$ cat src/rtl/mem_access_unit.sv
// mem_access_unit: load/store controller with lane extraction, sign/zero extension and RMW sub-word stores.
// Optional one-entry word buffer when MAU_WORD_BUF_EN is defined.
module mem_access_unit #(
  parameter int unsigned READ_WAIT = 0
) (
  input  logic        clk,
  input  logic        reset,
  input  logic        cpu_req,
  output logic        cpu_ready,
  input  logic        cpu_we,
  input  logic [2:0]  cpu_funct3,
  input  logic [31:0] cpu_addr,
  input  logic [31:0] cpu_wdata,
  output logic        cpu_done,
  output logic        cpu_err,
  output logic [31:0] cpu_rdata,
  output logic [31:0] mem_addr,
  output logic [31:0] mem_din,
  output logic        mem_read,
  output logic        mem_write,
  input  logic [31:0] mem_dout
);
  typedef enum logic [1:0] {IDLE, RD, WR, RESP} state_t;
  state_t      state_q, state_d;
  logic [31:0] addr_q, addr_d, din_q, din_d, rdata_q, rdata_d;
  logic [15:0] wdata_q, wdata_d;
  logic [2:0]  f3_q, f3_d;
  logic [3:0]  cnt_q, cnt_d;
  logic        we_q, we_d, err_q, err_d;
  logic        illegal, hit;
  logic [31:0] buf_word;

  function automatic logic [31:0] lane_ext(input logic [31:0] w, input logic [1:0] a, input logic [2:0] f);
    logic [31:0] s;
    s = w >> {a, 3'b000};
    return (f[1:0] == 2'b10) ? w
         : f[0] ? (f[2] ? {16'b0, s[15:0]} : {{16{s[15]}}, s[15:0]})
         : (f[2] ? {24'b0, s[7:0]} : {{24{s[7]}}, s[7:0]});
  endfunction

  function automatic logic [31:0] merge(input logic [31:0] w, input logic [1:0] a, input logic [2:0] f,
                                        input logic [15:0] d);
    return f[0] ? (a[1] ? {d, w[15:0]} : {w[31:16], d})
         : ((w & ~(32'h0000_00FF << {a, 3'b000})) | ({24'b0, d[7:0]} << {a, 3'b000}));
  endfunction

  assign illegal = (cpu_funct3 == 3'b011) || (cpu_funct3[2:1] == 2'b11) || (cpu_we && cpu_funct3[2])
                || (cpu_funct3[1:0] == 2'b01 && cpu_addr[0])
                || (cpu_funct3 == 3'b010 && cpu_addr[1:0] != 2'b00);

`ifdef MAU_WORD_BUF_EN
  logic        buf_v_q;
  logic [29:0] buf_a_q;
  logic [31:0] buf_d_q;
  assign hit      = buf_v_q && (buf_a_q == cpu_addr[31:2]);
  assign buf_word = buf_d_q;
  always_ff @(posedge clk or negedge reset) begin
    if (!reset) begin
      buf_v_q <= 1'b0;
      buf_a_q <= '0;
      buf_d_q <= '0;
    end else if (state_q == RD && cnt_q == 4'd0) begin
      buf_v_q <= 1'b1;
      buf_a_q <= addr_q[31:2];
      buf_d_q <= mem_dout;
    end else if (state_q == WR) begin
      buf_v_q <= 1'b1;
      buf_a_q <= addr_q[31:2];
      buf_d_q <= din_q;
    end
  end
`else
  assign hit      = 1'b0;
  assign buf_word = '0;
`endif

  always_comb begin
    state_d = state_q;
    addr_d  = addr_q;
    wdata_d = wdata_q;
    f3_d    = f3_q;
    we_d    = we_q;
    err_d   = err_q;
    cnt_d   = cnt_q;
    din_d   = din_q;
    rdata_d = rdata_q;
    case (state_q)
      IDLE: if (cpu_req) begin
        addr_d  = cpu_addr;
        wdata_d = cpu_wdata[15:0];
        f3_d    = cpu_funct3;
        we_d    = cpu_we;
        err_d   = illegal;
        cnt_d   = 4'(READ_WAIT);
        if (illegal) state_d = RESP;
        else if (cpu_we && cpu_funct3 == 3'b010) begin
          state_d = WR;
          din_d   = cpu_wdata;
        end else if (hit && cpu_we) begin
          state_d = WR;
          din_d   = merge(buf_word, cpu_addr[1:0], cpu_funct3, cpu_wdata[15:0]);
        end else if (hit) begin
          state_d = RESP;
          rdata_d = lane_ext(buf_word, cpu_addr[1:0], cpu_funct3);
        end else state_d = RD;
      end
      RD: if (cnt_q != 4'd0) cnt_d = cnt_q - 4'd1;
          else if (we_q) begin
            state_d = WR;
            din_d   = merge(mem_dout, addr_q[1:0], f3_q, wdata_q);
          end else begin
            state_d = RESP;
            rdata_d = lane_ext(mem_dout, addr_q[1:0], f3_q);
          end
      WR:      state_d = RESP;
      default: state_d = IDLE;
    endcase
  end

  always_ff @(posedge clk or negedge reset) begin
    if (!reset) begin
      state_q <= IDLE;
      addr_q  <= '0;
      wdata_q <= '0;
      f3_q    <= '0;
      we_q    <= 1'b0;
      err_q   <= 1'b0;
      cnt_q   <= '0;
      din_q   <= '0;
      rdata_q <= '0;
    end else begin
      state_q <= state_d;
      addr_q  <= addr_d;
      wdata_q <= wdata_d;
      f3_q    <= f3_d;
      we_q    <= we_d;
      err_q   <= err_d;
      cnt_q   <= cnt_d;
      din_q   <= din_d;
      rdata_q <= rdata_d;
    end
  end

  // Memory-side outputs are decoded from state so reset silences them immediately.
  assign cpu_ready = state_q == IDLE;
  assign mem_read  = state_q == RD;
  assign mem_write = state_q == WR;
  assign mem_addr  = (mem_read || mem_write) ? {addr_q[31:2], 2'b00} : 32'h0;
  assign mem_din   = mem_write ? din_q : 32'h0;
  assign cpu_done  = state_q == RESP;
  assign cpu_err   = cpu_done && err_q;
  assign cpu_rdata = rdata_q;
endmodule

$ cat config.mk
export PLATFORM = sky130hd
export DESIGN_NAME = mem_access_unit
export DESIGN_NICKNAME = d
export VERILOG_FILES = /design/src/rtl/mem_access_unit.sv
export SDC_FILE = /design/constraint.sdc
export NUM_CORES = 1
export LEC_CHECK = 0
export BUFFER_PORTS_ARGS = -buffer_cell sky130_fd_sc_hd__buf_2
export CAP_MARGIN = 20
export CORE_UTILIZATION = 40
export CTS_CLUSTER_SIZE = 25
export DETAILED_ROUTE_END_ITERATION = 10
export GPL_TIMING_DRIVEN = 1
export PLACE_DENSITY = 0.63
export SYNTH_ARGS = -nofsm -noshare
export SYNTH_HDL_FRONTEND = slang
export SYNTH_SLANG_ARGS = --single-unit
$ cat constraint.sdc
create_clock -name clk -period 2.5 [get_ports clk]
set_input_delay 0.25 -clock clk [delete_from_list [all_inputs] [get_ports clk]]
set_output_delay 0.25 -clock clk [all_outputs]
set_load 0.01 [all_outputs]
==> key figures, run 1 <==
Floorplan
  • Die H: approximately 130 um
  • Chip Width: approximately 130 um
  • I/O pin count: slightly above 200
  • Std-Cell Rows: 48
  • Core area: roughly 0.017 mm^2
  • Die ar.: about 0.018 mm^2
  • Starting Density: 40.9%

Routing
  • Post-route DRC violation count: 0
  • Via count: around 5900
  • DR WL/cell: around 19 um
  • Initial drt markers: approximately 400
  • Final wirelength: ~20000 um
  • Vias per cell: 5.38
  • Routed Antenna Nets: 0
  • Drt first pass iters: 5

GRT
  • Total Routing Usage GR: between 20% and 30%
  • First-pass GRT wire length: 32000 um
  • Largest net degree at the start of global routing: a little under 60
  • Vias in the first global route: 5748
  • Antenna violations before repair: 1
  • Total grt overflow: 0

Power and ir drop
  • Leak: around 4.3 nW
  • Max IR drop VDD: between 0.8 and 0.9 mV
  • PD cells: ~1500 mW/mm^2

Run
  • MaxCap Viol Count: 0

Hold path
  • HP Start: cpu_addr[23]
  • Hold Path Class: input pin to register
  • WHS Path Cells: 2
  • Worst Hold End: addr_q[23]$_DFFE_PN0P_

Worst setup path
  • R2R cell count: 7
  • Startpoint Class: register
  • Worst-path fanout max: 32
  • Arrival time worst endpoint: around 2.5 ns
  • Endpoint class of the critical path: register
  • Worst EP required: ~2.8 ns
  • R2R Path Start: cnt_q[0]$_DFFE_PN0P_
  • RR Endpoint: din_q[1]$_DFFE_PN0P_
  • FF-to-FF setup slack: ~0.33 ns
  • Worst Setup Path Type: register to register

Clocking
  • Post-CTS Setup Inserts: 0
  • Clock latency on the worst-skew pair: approximately 0.42 ns
  • Sink Count: around 120
  • CTS Root Cell: clkbuf_16
  • H-tree depth: 4
  • Clock-pin slew on the worst setup and hold paths: ~0.060 ns
  • CTS Buf Count: 17
  • CTS tree: yes
  • Clock Tree Buf Depth: 2

Status
  • Status: completed

Timing
  • FMAX: 460 MHz
  • Setup Skew: a little under 0.01 ns
  • Period utilization: between 80 and 90%
  • RSZ-0062 raised after global routing: no
  • Minimum clock period after layout: about 2.2 ns
  • Final Max Tran Viols: 0
  • Final setup viols: 0
  • Worst-Margin Slew: approximately 0.68 ns
  • Setup TNS: 0 ns
  • Worst slew margin: 54.8%
  • Final hold violations: 0

Placed design
  • Area after DPL: approximately 0.0083 mm^2
  • HPWL Detailed: 14800 um
  • Port bufs: 201
  • RePlAce Congestion: ~0.88

Layout
  • Layout area overhead: 26.3%
  • Seq. cell area: ~0.0031 mm^2
  • Layout cells sized above 1: just over 40%
  • Filler cells: 1588
  • Fin nets: between 900 and 1000
  • Multi-input logic area: about 0.0037 mm^2
  • Final Cell Area: slightly below 0.009 mm^2
  • Antenna cell count: 0

Synth
  • Post-Synth Adder-Cell Area: around 1.1%
  • Synth Warn #: 0
  • Netlist Area Pre-Place: ~0.007 mm^2
  • Register area share after synthesis: a little over two fifths
  • Post-Synth XOR/XNOR Area: 0%
  • Post-synthesis compound-gate area fraction: 13.9%
  • Synth Area in Simple Gates: around 14%
  • Mux share of post-synthesis cell area: roughly 22%
  • Cells after Synth: around 680
  • Main combinational cell family by area after synthesis: multiplexers
  • Post-Syn Area per Cell: roughly 10 um^2
  • Most used DFF post-synth: dfrtp_1
  • Ys async rst share: 100%
  • Library cells used by synthesis: about 50
  • Yosys reg bits: ~120
  • EDFF count, synth: 0
-- how the worst max path moves through the flow --
stage | depth (start not counted) | start | slack [ns] | to
after floorplan | 9 | state_q[1]$_DFFE_PN0P_ | 0.56 | cpu_rdata[16]$_DFFE_PN0P_
after global placement | 7 | cnt_q[0]$_DFFE_PN0P_ | 0.43 | din_q[0]$_DFFE_PN0P_
after detailed placement | 7 | cnt_q[0]$_DFFE_PN0P_ | 0.35 | din_q[0]$_DFFE_PN0P_
after CTS | 7 | cnt_q[0]$_DFFE_PN0P_ | 0.34 | din_q[1]$_DFFE_PN0P_
after global routing | 7 | cnt_q[0]$_DFFE_PN0P_ | 0.21 | din_q[1]$_DFFE_PN0P_
final | 7 | cnt_q[0]$_DFFE_PN0P_ | 0.33 | din_q[1]$_DFFE_PN0P_
-- flip-flops by register name (all words and copies together), names as in the netlist --
signal,flops
f3_q,3
cnt_q,4
wdata_q,16
err_q,1
state_q,2
cpu_rdata,32
we_q,1
addr_q,32
din_q,32
-- critical path, stage by stage (launching register included) --
cell and delay [ns]:
dfrtp_1 0.44, inv_1 0.12, ha_1 0.18, nor3b_4 0.37
nand2_2 0.12, a21oi_4 0.18, buf_12 0.26, mux2_2 0.36
-- kinds of logic after synthesis --
logic type	Yosys count
compound gates	148
fa+ha+maj	6
buf+inv	69
other cells	1
simple gates	193
mux	135
flops	123
-- through the flow --
step / util (%) / hold WS [ns] / std cells / setup WS [ns] / power [W]
final: 51.6 / 0.0580 / 1095 / 0.327 / 0.0132
after CTS: 51.6 / 0.0406 / 1095 / 0.341 / 0.0133
after global placement: 47.7 / 0.290 / 1063 / 0.432 / 0.0104
after floorplan: - / -0.0456 / 676 / 0.565 / 0.00848
after global routing: 51.6 / 0.0371 / 1095 / 0.213 / 0.0142
after detailed placement: 47.7 / 0.289 / 1063 / 0.346 / 0.0105
-- layout make-up --
class                   instances  area share, %
multi-input cells             484           41.0
flip-flops and latches        123           34.5
repair buffers                221           13.4
clock buffers                  21           5.38
well taps                     225           3.15
clock inverters                10           2.09
inverters                      11          0.462
-- timing repair --
| action | in CTS | in global routing |
|---|---|---|
| hold buffers | 1 | 0 |
| hold endpoints to repair | 41 | 0 |
| resized for setup | 0 | 0 |
-- cell usage after synthesis, types with 9 or more instances --
library cell  instances  area [um^2]
nor2_1               47          176
and2_1               63          394
buf_2                17         85.1
nand2_1              34          128
a31oi_1              12         75.1
dfrtp_1             123         3080
mux2i_1              46          460
nand2b_1              9         56.3
a22oi_1              15          113
mux2_4               26          390
o221ai_1             20          175
a21oi_1              30          150
inv_1                11         41.3
mux2_2               62          698
o22ai_1              17          106
clkbuf_1             27          101
nand3_1              17         85.1
o21ai_0              28          140
-- placed cells by master (no fill, tap or decap), drive strengths merged, types with 2 or more instances in the layout --
cell type	n
a21oi	32
a221oi	2
a22oi	16
a2bb2oi	7
a31o	4
a31oi	12
and2	63
buf	220
bufinv	5
clkbuf	21
clkinvlp	3
conb	2
dfrtp	123
ha	6
inv	12
mux2	88
mux2i	46
nand2	35
nand2b	9
nand3	17
nand3b	7
nor2	47
nor2b	4
nor3	3
nor3b	3
o21ai	32
o221ai	20
o22ai	17
o31ai	2
-- layer usage --
layer	wire length (um)	share of wire [%]	vias to the layer above	track usage, %
met3	1470	7.2	37	6.72
met5	13	0.064	-	0
met1	9010	44	2824	30.6
li1	-	-	2781	-
met2	9280	46	243	36.0
met4	538	2.6	2	9.05
-- power breakdown --
| part | internal [W] | switching [W] |
|---|---|---|
| Clock | 0.00187 | 0.000922 |
| Sequential | 0.00304 | 0.000818 |
| Combinational | 0.00320 | 0.00339 |
Note: power is estimated with default switching activity, not from simulation.
==> inputs of run 2 (changes only) <==
ABC_CLOCK_PERIOD_IN_PS = 2400   (was not set)
CORE_UTILIZATION = 45   (was 40)
PLACE_DENSITY = 0.7   (was 0.63)
clock period = 2.4 ns   (was 2.5 ns; I/O delays follow)
==> run 2 against run 1 <==
Effect of this change: clock skew is 0.0019 ns higher; setup slack worse by 0.095 ns; sequential share of layout area is 0.27 points higher; maximum frequency is 0.22% higher; largest cell class unchanged; largest power group unchanged.
==> key figures, run 2 (synthesized netlist as in run 1, its figures left out) <==
Power and ir drop
  • PD cells: 1530 mW/mm^2
  • Leak: around 4.3 nW
  • Max IR drop VDD: roughly 0.68 mV

Routing
  • Initial drt markers: between 300 and 400
  • DR WL/cell: approximately 18 um
  • Met2 routed WL: approximately 9000 um
  • Met3 wire length: 1510 um
  • Drt first pass iters: 5
  • Post-route DRC violation count: 0
  • Highest metal used: met4
  • M1 wire length: about 8700 um
  • Routed Antenna Nets: 0
  • Vias per cell: 5.51
  • Via count: approximately 6000
  • Final wirelength: between 15000 and 20000 um

Floorplan
  • Die H: about 130 um
  • Die ar.: approximately 0.016 mm^2
  • Std-Cell Rows: 45
  • Core area: 0.0153 mm^2
  • Starting Density: 46.3%
  • I/O pin count: ~200
  • Chip Width: 127 um

Placed design
  • RePlAce Congestion: about 0.86
  • HPWL Detailed: ~14000 um
  • Port bufs: 201

Timing
  • Minimum clock period after layout: around 2.2 ns
  • Worst-Margin Slew: between 0.6 and 0.7 ns
  • Final hold violations: 0
  • RSZ-0062 raised after global routing: no
  • FMAX: ~460 MHz
  • Setup TNS: 0 ns
  • Period utilization: between 90% and 100%
  • Final Max Tran Viols: 0
  • Final setup viols: 0
  • Setup Skew: approximately 0.012 ns
  • Worst slew margin: between 50% and 60%

Clocking
  • Clock-pin slew on the worst setup and hold paths: 0.06 ns
  • H-tree depth: 4
  • CTS Root Cell: clkbuf_16
  • CTS Buf Count: 17
  • Clock latency on the worst-skew pair: 0.42 ns
  • Clock Tree Buf Depth: 2
  • CTS tree: yes
  • Sink Count: 123
  • Post-CTS sizing: 0

Layout
  • Layout cells sized above 1: 40.8%
  • Finished Core Util: 58.1%
  • Most frequent cells in the layout: buf_2 (200), dfrtp_1 (122), and2_1 (63)
  • Antenna cell count: 0
  • Seq. cell area: between 0.003 and 0.004 mm^2
  • Fin nets: between 900 and 1000
  • Layout area overhead: 25.3%
  • Filler cells: between 1000 and 1500
  • Multi-input logic area: between 0.003 and 0.004 mm^2
  • Leading cell type in the layout, fill and taps excluded: buf_2

Worst setup path
  • Worst Setup Path Type: register to register
  • Arrival time worst endpoint: between 2 and 2.5 ns
  • Worst-path cell chain: inv_1, ha_1, nand2b_1, or3_1, buf_4, a21oi_1, o22ai_1
  • Worst EP required: approximately 2.7 ns
  • CP max stage delay: ~0.4 ns
  • Slowest CP cell: dfrtp_1
  • Worst-path fanout max: 32
  • Startpoint Class: register
  • Endpoint class of the critical path: register

Hold path
  • Hold Path Class: input pin to register

GRT
  • Total grt overflow: 0
  • Vias in the first global route: between 5000 and 6000
  • Largest net degree at the start of global routing: 63
  • First-pass GRT wire length: approximately 30000 um
  • Total Routing Usage GR: 24.8%
  • Antenna violations before repair: 0

Run
  • MaxCap Viol Count: 0

Status
  • Status: completed
==> run 2: cell count changes in the layout (fill, tap and decap cells not counted), sizes merged <==
cell,change
clkinv,+6
bufinv,-2
clkinvlp,-1
inv,-1
clkbuf,-2
buf,+2
==> run 2: path summary, 6_finish.rpt <==
path,from,slack [ns],cells past startpoint,to
min reg2reg,cpu_rdata[2]$_DFFE_PN0P_,0.48,2,cpu_rdata[2]$_DFFE_PN0P_
min,cpu_addr[7],0.05,2,addr_q[7]$_DFFE_PN0P_
max reg2reg,state_q[1]$_DFFE_PN0P_,0.23,7,cpu_rdata[20]$_DFFE_PN0P_
min in group asynchronous,reset,0.37,2,wdata_q[11]$_DFFE_PN0P_
max,state_q[1]$_DFFE_PN0P_,0.23,7,cpu_rdata[20]$_DFFE_PN0P_
max in group asynchronous,reset,1.28,3,addr_q[1]$_DFFE_PN0P_
==> run 2: worst max-delay path: cells and delay by family (launching register included) <==
kind | cells | cell delay (ns)
flip-flops | 1 | 0.41
buffers and inverters | 2 | 0.34
adder cells (fa/ha/maj) | 1 | 0.38
AND/OR/NAND/NOR | 2 | 0.59
AO/OA/AOI/OAI | 2 | 0.30
==> run 2: cell type report <==
cell class,count,share of cell area [%]
sequential,123,34.8
multi-input combinational,484,41.3
tap,211,2.98
clock buffer,19,5.11
clock inverter,12,1.67
timing repair buffer,223,13.7
inverter,11,0.466
==> run 2: what timing repair did <==
item / CTS / global route
buffers inserted: 0 / 0
endpoints found under the hold margin: 42 / 0
hold buffers: 1 / 0
endpoints found under the setup margin: 0 / 0
==> run 2: layer usage <==
| metal | global-route usage [%] | vias up |
|---|---|---|
| met5 | 0 | - |
| met4 | 11.1 | 0 |
| met3 | 6.41 | 36 |
| met2 | 38.1 | 271 |
| met1 | 32.8 | 2859 |
| li1 | - | 2799 |
==> run 2: metrics by stage <==
stage          area, um^2  instances  hold WS, ns  setup WS [ns]  total power [W]
2_1_floorplan        7070        676      -0.0556          0.465          0.00883
3_3_place_gp         8250       1051        0.272          0.333           0.0108
3_5_place_dp         8250       1051        0.269          0.298           0.0109
4_1_cts              8860       1083       0.0368          0.239           0.0136
5_1_grt              8860       1083       0.0396         0.0415           0.0145
6_report             8860       1083       0.0529          0.232           0.0135
==> run 2: power by group <==
group / internal (W) / leakage, nW / switching [W] / total (W)
Clock: 0.00167 / 0.294 / 0.000933 / 0.00261
Combinational: 0.00337 / 2.54 / 0.00364 / 0.00701
Sequential: 0.00317 / 1.45 / 0.000768 / 0.00394
Total: 0.00821 / 4.29 / 0.00534 / 0.0135
